===== src/rtl/rf_port_arbiter_if.sv =====
// Request and register-file port bundle for rf_port_arbiter.
// master = arbiter side, slave = requesters plus register file.
interface rf_port_arbiter_if #(
  parameter int DATA_WIDTH = 8,
  parameter int ADDR_SIZE  = 4
);
  logic                  REQ0_WrEn, REQ0_RdEn, REQ0_Ready, REQ0_RdData_valid;
  logic [ADDR_SIZE-1:0]  REQ0_Address;
  logic [DATA_WIDTH-1:0] REQ0_WrData, REQ0_RdData;
  logic                  REQ1_WrEn, REQ1_RdEn, REQ1_Ready, REQ1_RdData_valid;
  logic [ADDR_SIZE-1:0]  REQ1_Address;
  logic [DATA_WIDTH-1:0] REQ1_WrData, REQ1_RdData;
  logic                  RF_WrEn, RF_RdEn, RF_RdData_valid;
  logic [ADDR_SIZE-1:0]  RF_Address;
  logic [DATA_WIDTH-1:0] RF_WrData, RF_RdData;

  modport master (
    input  REQ0_WrEn, REQ0_RdEn, REQ0_Address, REQ0_WrData,
    input  REQ1_WrEn, REQ1_RdEn, REQ1_Address, REQ1_WrData,
    output REQ0_Ready, REQ0_RdData, REQ0_RdData_valid,
    output REQ1_Ready, REQ1_RdData, REQ1_RdData_valid,
    output RF_WrEn, RF_RdEn, RF_Address, RF_WrData,
    input  RF_RdData, RF_RdData_valid
  );

  modport slave (
    output REQ0_WrEn, REQ0_RdEn, REQ0_Address, REQ0_WrData,
    output REQ1_WrEn, REQ1_RdEn, REQ1_Address, REQ1_WrData,
    input  REQ0_Ready, REQ0_RdData, REQ0_RdData_valid,
    input  REQ1_Ready, REQ1_RdData, REQ1_RdData_valid,
    input  RF_WrEn, RF_RdEn, RF_Address, RF_WrData,
    output RF_RdData, RF_RdData_valid
  );
endinterface


===== src/rtl/rf_port_arbiter.sv =====
// Two-requester arbiter for the single register-file port, one command in flight.
// Define ARB_FIXED_PRIO_EN for fixed priority (REQ0 wins ties) instead of round-robin.
module rf_port_arbiter_lane #(
  parameter int DATA_WIDTH = 8
) (
  input  logic                  CLK,
  input  logic                  RST,
  input  logic                  grant,
  input  logic                  ret,
  input  logic [DATA_WIDTH-1:0] ret_data,
  output logic                  ready,
  output logic                  rd_vld,
  output logic [DATA_WIDTH-1:0] rd_data
);
  always_ff @(posedge CLK or negedge RST)
    if (!RST) begin
      ready   <= 1'b0;
      rd_vld  <= 1'b0;
      rd_data <= '0;
    end else begin
      ready  <= grant;
      rd_vld <= ret;
      if (ret) rd_data <= ret_data;
    end
endmodule

module rf_port_arbiter #(
  parameter int DATA_WIDTH     = 8,
  parameter int ADDR_SIZE      = 4,
  parameter int TIMEOUT_CYCLES = 15
) (
  input  logic              CLK,
  input  logic              RST,
  rf_port_arbiter_if.master bus,
  output logic              ARB_BUSY,
  output logic              RD_TIMEOUT
);
  localparam int NUM_REQ = 2;

  typedef enum logic [1:0] {IDLE, ISSUE, WAIT_RD} state_t;
  state_t state, state_nxt;

  logic [NUM_REQ-1:0]                 wr, rd, pend, grant, ret, ready, rd_vld;
  logic [NUM_REQ-1:0][ADDR_SIZE-1:0]  addr;
  logic [NUM_REQ-1:0][DATA_WIDTH-1:0] wdata, rd_data;
  logic [DATA_WIDTH-1:0]              ret_data;
  logic                               win, owner, to_hit;
  logic [7:0]                         cnt;

  assign wr    = {bus.REQ1_WrEn, bus.REQ0_WrEn};
  assign rd    = {bus.REQ1_RdEn, bus.REQ0_RdEn};
  assign addr  = {bus.REQ1_Address, bus.REQ0_Address};
  assign wdata = {bus.REQ1_WrData, bus.REQ0_WrData};
  assign pend  = wr | rd;

`ifdef ARB_FIXED_PRIO_EN
  assign win = ~pend[0];
`else
  // last = requester granted most recently; reset to 1 so REQ0 wins the first tie
  logic last;
  assign win = (&pend) ? ~last : pend[1];
  always_ff @(posedge CLK or negedge RST)
    if (!RST)                          last <= 1'b1;
    else if (state == IDLE && |pend)   last <= win;
`endif

  always_ff @(posedge CLK or negedge RST)
    if (!RST) state <= IDLE;
    else      state <= state_nxt;

  always_comb begin
    state_nxt = state;
    case (state)
      IDLE:    if (|pend) state_nxt = ISSUE;
      ISSUE:   state_nxt = bus.RF_WrEn ? IDLE : WAIT_RD;
      WAIT_RD: if (bus.RF_RdData_valid || to_hit) state_nxt = IDLE;
      default: state_nxt = IDLE;
    endcase
  end

  always_comb begin
    grant    = '0;
    ret      = '0;
    to_hit   = (state == WAIT_RD) && !bus.RF_RdData_valid &&
               (cnt == 8'(TIMEOUT_CYCLES - 1));
    ret_data = bus.RF_RdData_valid ? bus.RF_RdData : '0;
    if (state == IDLE && |pend) grant[win] = 1'b1;
    if (state == WAIT_RD && (bus.RF_RdData_valid || to_hit)) ret[owner] = 1'b1;
  end

  // Enables are single-cycle; address/data hold after ISSUE
  always_ff @(posedge CLK or negedge RST)
    if (!RST) begin
      bus.RF_WrEn    <= 1'b0;
      bus.RF_RdEn    <= 1'b0;
      bus.RF_Address <= '0;
      bus.RF_WrData  <= '0;
      owner          <= 1'b0;
      cnt            <= '0;
      RD_TIMEOUT     <= 1'b0;
    end else begin
      RD_TIMEOUT <= to_hit;
      cnt        <= (state == WAIT_RD && state_nxt == WAIT_RD) ? cnt + 8'd1 : '0;
      if (|grant) begin
        bus.RF_WrEn    <= wr[win];
        bus.RF_RdEn    <= rd[win] & ~wr[win];
        bus.RF_Address <= addr[win];
        bus.RF_WrData  <= wdata[win];
        owner          <= win;
      end else begin
        bus.RF_WrEn <= 1'b0;
        bus.RF_RdEn <= 1'b0;
      end
    end

  for (genvar i = 0; i < NUM_REQ; i++) begin : g_lane
    rf_port_arbiter_lane #(.DATA_WIDTH(DATA_WIDTH)) u_lane (
      .CLK      (CLK),
      .RST      (RST),
      .grant    (grant[i]),
      .ret      (ret[i]),
      .ret_data (ret_data),
      .ready    (ready[i]),
      .rd_vld   (rd_vld[i]),
      .rd_data  (rd_data[i])
    );
  end

  assign bus.REQ0_Ready        = ready[0];
  assign bus.REQ1_Ready        = ready[1];
  assign bus.REQ0_RdData_valid = rd_vld[0];
  assign bus.REQ1_RdData_valid = rd_vld[1];
  assign bus.REQ0_RdData       = rd_data[0];
  assign bus.REQ1_RdData       = rd_data[1];
  assign ARB_BUSY              = (state != IDLE);
endmodule


===== src/flat_wrapper.sv =====
// flat-port wrapper written by rule: the top's interface ports become plain ports
module rf_port_arbiter_flat 
#(
  parameter int DATA_WIDTH     = 8,
  parameter int ADDR_SIZE      = 4,
  parameter int TIMEOUT_CYCLES = 15
)
  (CLK, RST, ARB_BUSY, RD_TIMEOUT, bus_REQ0_WrEn, bus_REQ0_RdEn, bus_REQ0_Address, bus_REQ0_WrData, bus_REQ1_WrEn, bus_REQ1_RdEn, bus_REQ1_Address, bus_REQ1_WrData, bus_REQ0_Ready, bus_REQ0_RdData, bus_REQ0_RdData_valid, bus_REQ1_Ready, bus_REQ1_RdData, bus_REQ1_RdData_valid, bus_RF_WrEn, bus_RF_RdEn, bus_RF_Address, bus_RF_WrData, bus_RF_RdData, bus_RF_RdData_valid);
  rf_port_arbiter_if #(.DATA_WIDTH(DATA_WIDTH), .ADDR_SIZE(ADDR_SIZE)) bus_i ();
  input  logic CLK;
  input  logic RST;
  output logic ARB_BUSY;
  output logic RD_TIMEOUT;
  input wire logic [$bits(bus_i.REQ0_WrEn)-1:0] bus_REQ0_WrEn;
  input wire logic [$bits(bus_i.REQ0_RdEn)-1:0] bus_REQ0_RdEn;
  input wire logic [$bits(bus_i.REQ0_Address)-1:0] bus_REQ0_Address;
  input wire logic [$bits(bus_i.REQ0_WrData)-1:0] bus_REQ0_WrData;
  input wire logic [$bits(bus_i.REQ1_WrEn)-1:0] bus_REQ1_WrEn;
  input wire logic [$bits(bus_i.REQ1_RdEn)-1:0] bus_REQ1_RdEn;
  input wire logic [$bits(bus_i.REQ1_Address)-1:0] bus_REQ1_Address;
  input wire logic [$bits(bus_i.REQ1_WrData)-1:0] bus_REQ1_WrData;
  output wire logic [$bits(bus_i.REQ0_Ready)-1:0] bus_REQ0_Ready;
  output wire logic [$bits(bus_i.REQ0_RdData)-1:0] bus_REQ0_RdData;
  output wire logic [$bits(bus_i.REQ0_RdData_valid)-1:0] bus_REQ0_RdData_valid;
  output wire logic [$bits(bus_i.REQ1_Ready)-1:0] bus_REQ1_Ready;
  output wire logic [$bits(bus_i.REQ1_RdData)-1:0] bus_REQ1_RdData;
  output wire logic [$bits(bus_i.REQ1_RdData_valid)-1:0] bus_REQ1_RdData_valid;
  output wire logic [$bits(bus_i.RF_WrEn)-1:0] bus_RF_WrEn;
  output wire logic [$bits(bus_i.RF_RdEn)-1:0] bus_RF_RdEn;
  output wire logic [$bits(bus_i.RF_Address)-1:0] bus_RF_Address;
  output wire logic [$bits(bus_i.RF_WrData)-1:0] bus_RF_WrData;
  input wire logic [$bits(bus_i.RF_RdData)-1:0] bus_RF_RdData;
  input wire logic [$bits(bus_i.RF_RdData_valid)-1:0] bus_RF_RdData_valid;
  assign bus_i.REQ0_WrEn = bus_REQ0_WrEn;
  assign bus_i.REQ0_RdEn = bus_REQ0_RdEn;
  assign bus_i.REQ0_Address = bus_REQ0_Address;
  assign bus_i.REQ0_WrData = bus_REQ0_WrData;
  assign bus_i.REQ1_WrEn = bus_REQ1_WrEn;
  assign bus_i.REQ1_RdEn = bus_REQ1_RdEn;
  assign bus_i.REQ1_Address = bus_REQ1_Address;
  assign bus_i.REQ1_WrData = bus_REQ1_WrData;
  assign bus_REQ0_Ready = bus_i.REQ0_Ready;
  assign bus_REQ0_RdData = bus_i.REQ0_RdData;
  assign bus_REQ0_RdData_valid = bus_i.REQ0_RdData_valid;
  assign bus_REQ1_Ready = bus_i.REQ1_Ready;
  assign bus_REQ1_RdData = bus_i.REQ1_RdData;
  assign bus_REQ1_RdData_valid = bus_i.REQ1_RdData_valid;
  assign bus_RF_WrEn = bus_i.RF_WrEn;
  assign bus_RF_RdEn = bus_i.RF_RdEn;
  assign bus_RF_Address = bus_i.RF_Address;
  assign bus_RF_WrData = bus_i.RF_WrData;
  assign bus_i.RF_RdData = bus_RF_RdData;
  assign bus_i.RF_RdData_valid = bus_RF_RdData_valid;
  rf_port_arbiter #(.DATA_WIDTH(DATA_WIDTH), .ADDR_SIZE(ADDR_SIZE), .TIMEOUT_CYCLES(TIMEOUT_CYCLES)) u_core (.CLK(CLK), .RST(RST), .bus(bus_i), .ARB_BUSY(ARB_BUSY), .RD_TIMEOUT(RD_TIMEOUT));
endmodule

===== config.mk =====
export PLATFORM = sky130hd
export DESIGN_NAME = rf_port_arbiter_flat
export DESIGN_NICKNAME = d
export VERILOG_FILES = /design/src/rtl/rf_port_arbiter_if.sv /design/src/rtl/rf_port_arbiter.sv /design/src/flat_wrapper.sv
export SDC_FILE = /design/constraint.sdc
export NUM_CORES = 1
export LEC_CHECK = 0
export ABC_AREA = 1
export CAP_MARGIN = 20
export CORE_MARGIN = 5
export CORE_UTILIZATION = 46
export DETAILED_ROUTE_END_ITERATION = 6
export PLACE_DENSITY_LB_ADDON = 0.05
export SETUP_SLACK_MARGIN = 0.02
export SLEW_MARGIN = 20
export SYNTH_ARGS = -nofsm -noshare
export SYNTH_HDL_FRONTEND = slang
export SYNTH_HIERARCHICAL = 1
export SYNTH_SLANG_ARGS = --single-unit
export TNS_END_PERCENT = 5

===== constraint.sdc =====
create_clock -name CLK -period 3.3 [get_ports CLK]
set_input_delay 0.66 -clock CLK [delete_from_list [all_inputs] [get_ports CLK]]
set_output_delay 0.66 -clock CLK [all_outputs]
set_load 0.005 [all_outputs]

==> results.toml <==
[timing]
rsz0062_at_grt = "no"
drv_slew = 0
totalNegativeSetupSlack_ps = 0
setup_viol_count_final = 0
fin_worst_skew_ps = 3.60
worst_slew_margin_rel_pct = 59.3
timing.final.crit_share_pct = 65.5
worst_hold_slack_ps = 364
hold_viol_final = 0
fmaxAchievable_mhz = 463
worst_max_slew_pin_slew_ps = 608
timing.final.crit_period_ps = 2160

[finish]
postLayoutCoreUtil_pct = 66.8
final_layout_size_suffix_gt1_share_pct = 5.64
multiInputGateArea_um2 = 805
sequential_cell_area_um2 = 1180
final_cell_mix = "nand2_1 (131), clkdlybuf4s50_1 (73), dfrtp_1 (46), nand3_1 (18), nor2_1 (18)"
syn2layout_area_growth_pct = 38.6
layout.cells.most_common = "nand2_1"
fill_cells = 384
number_of_nets_in_the_layout = 377
antenna-diode-count = 0

[detailed_routing]
detail_routed_net_length_per_standard_cell_um = 12.4
ant_nets = 0
drc_errors = 0
route.vias.total = 1860
route.detailed.vias_per_inst = 4.78
totalWireLength_um = 4840
detail_route.iter0.violations = 115
first_pass_iters = 4

[clocking]
max-clock-path-buffers = 2
cts_resized = 0
tritoncts_clock_tree = "built"
cts-hold-fix-buffers = 0
clock-sinks = 47
clk_transition_reported_paths_ps = 80
ctsRootBufferMaster = "clkbuf_8"
cts.repair_timing.setup_buffer_count = 0
clock_insertion_delay_worst_skew_ps = 290
cts_htree_levels = 2
cts_inserted_buffers = 5

[grt]
grt_antenna_before_repair = 0
grt_start_max_net_pins = 48
globalRouteTotalUtil_pct = 16.6
grt_first_pass_wirelength_um = 8360
globalRouteOverflowTotal = 0
first_global_vias = 1933

[power]
pwr_density_cell_nw_per_um2 = 718
vdd_ir_drop_max_uv = 405
total_leakage_power_nw = 1.53
total_power_w = 0.00212

[hold_path]
worst_hold_path_type = "input pin to async pin"

[run_status]
outcome = "finished clean"

[synth]
synth-warning-count = 6
ff_latch_count_synth = 47
synth_area_per_cell_um2 = 8.09
synth_fp_nets = 304
synthCells = 263
synthesis.area_um2 = 2130
ys_seq_area_share_pct = 55.3
synth_cell_type_count = 24

[placed_design]
final_gp_congestion = 0.782
dp_hpwl_um = 3620
placement.io_buffers = 74

[job]
max-cap-violations = 0

[critical_path]
cp_startpoint_kind = "input pin"
crit_path_end_kind = "register"
cp_max_fo = 11
worstReg2RegEnd = "u_core/g_lane[0].u_lane/rd_data[5]$_DFFE_PN0P_"
rr_startpoint = "u_core/cnt[0]$_DFF_PN0_"
crit_arrival_ps = 2350
critical_path.endpoint = "u_core/g_lane[0].u_lane/rd_data[5]$_DFFE_PN0P_"
critPathKind = "input pin to register"
required_ps = 3480
startpoint = "bus_RF_RdData_valid"
r2r_slack_ps = 1380
rr_worst_depth = 9

[floorplanning]
floorplan_die_height_um = 78.0
die_area_um2 = 6090
floorplan.die.width_um = 78.0
core_region_area_um2 = 4410
design.portCount = 75
rows = 24
starting_density_pct = 48.2
## final cells by class
| type | instances | share of cell area (%) |
|---|---|---|
| flip-flops and latches | 47 | 39.9 |
| repair buffers | 74 | 25.0 |
| well taps | 52 | 2.21 |
| clock buffers | 7 | 2.59 |
| inverters | 22 | 2.80 |
| clock inverters | 1 | 0.170 |
| multi-input cells | 186 | 27.3 |
## Yosys cell counts
cell | n | share of area, %
o31ai_1 | 1 | 0.35
dfstp_2 | 1 | 1.2
nand3_1 | 18 | 4.2
a21oi_4 | 1 | 0.76
buf_2 | 3 | 0.71
nand2_1 | 131 | 23
nand2_2 | 2 | 0.59
nand4_1 | 1 | 0.29
buf_6 | 4 | 2.1
a21oi_2 | 1 | 0.41
dfrtp_1 | 46 | 54
nor2_2 | 1 | 0.29
o21bai_1 | 3 | 1.1
o21ai_2 | 1 | 0.41
ha_1 | 2 | 1.2
o21ai_0 | 1 | 0.23
inv_1 | 17 | 3.0
nor2_1 | 18 | 3.2
inv_2 | 5 | 0.88
xor2_1 | 2 | 0.82
nor3_1 | 1 | 0.23
a21oi_1 | 1 | 0.23
xnor2_1 | 1 | 0.41
clkbuf_1 | 1 | 0.18
## state kept, by name (all words and copies together) (netlist names)
name                          cells
u_core/bus.RF_WrData              8
u_core/RD_TIMEOUT                 1
u_core/bus.RF_Address             4
u_core/bus.RF_RdEn                1
u_core/g_lane.u_lane/rd_data     16
u_core/bus.RF_WrEn                1
u_core/last                       1
u_core/g_lane.u_lane/ready        2
u_core/g_lane.u_lane/rd_vld       2
u_core/state                      2
u_core/cnt                        8
u_core/owner                      1
## worst min path at each step
stage                                              startpoint                                              to  slack [ps]  depth (start not counted)
2_1_floorplan                                             RST                     u_core/RD_TIMEOUT$_DFF_PN0_         360                          0
3_3_place_gp   u_core/g_lane[0].u_lane/rd_data[5]$_DFFE_PN0P_  u_core/g_lane[0].u_lane/rd_data[5]$_DFFE_PN0P_         450                          2
3_5_place_dp   u_core/g_lane[0].u_lane/rd_data[3]$_DFFE_PN0P_  u_core/g_lane[0].u_lane/rd_data[3]$_DFFE_PN0P_         460                          2
4_1_cts                          u_core/bus.RF_WrEn$_DFF_PN0_                       u_core/state[1]$_DFF_PN0_         470                          1
5_1_grt                                                   RST  u_core/g_lane[0].u_lane/rd_data[7]$_DFFE_PN0P_         410                          1
6_report                                                  RST                         u_core/cnt[3]$_DFF_PN0_         360                          1
## routing by layer
metal,vias up,GRT usage [%],part of all wire [%]
li1,947,-,-
met2,68,27.8,46
met4,0,4.39,1.3
met5,-,0,0
met3,6,6.18,9.2
met1,839,20.1,43
## kinds of logic after synthesis
family / Yosys count / share of synthesized area [%]
and+or+nand+nor: 172 / 31.9
xor gates and xnor gates: 3 / 1.23
AOI/OAI and AO/OA: 9 / 3.47
DFF: 47 / 55.3
adders and majority gates: 2 / 1.18
buffers and inverters: 30 / 6.88
## worst max-delay path: stages
cell and delay, ps:
clkdlybuf4s50_1 710, o21bai_1 160, nor2_1 490, inv_2 170, nand2_1 100, nand2_1 50
## report_power, final
group | internal (W) | switching, W
clock | 0.000149 | 0.000181
sequential | 0.000786 | 0.000111
combinational | 0.000478 | 0.000412
## metrics by stage
| step | instance area, um^2 | worst slack [ps] | std cells |
|---|---|---|---|
| finish | 2950 | 1140 | 389 |
| global route | 2950 | 957 | 389 |
| CTS | 2950 | 1160 | 389 |
| detailed placement | 2870 | 838 | 381 |
| global placement | 2870 | 890 | 381 |
| floorplan | 2130 | 1730 | 263 |
(Power assumes the default switching activity.)
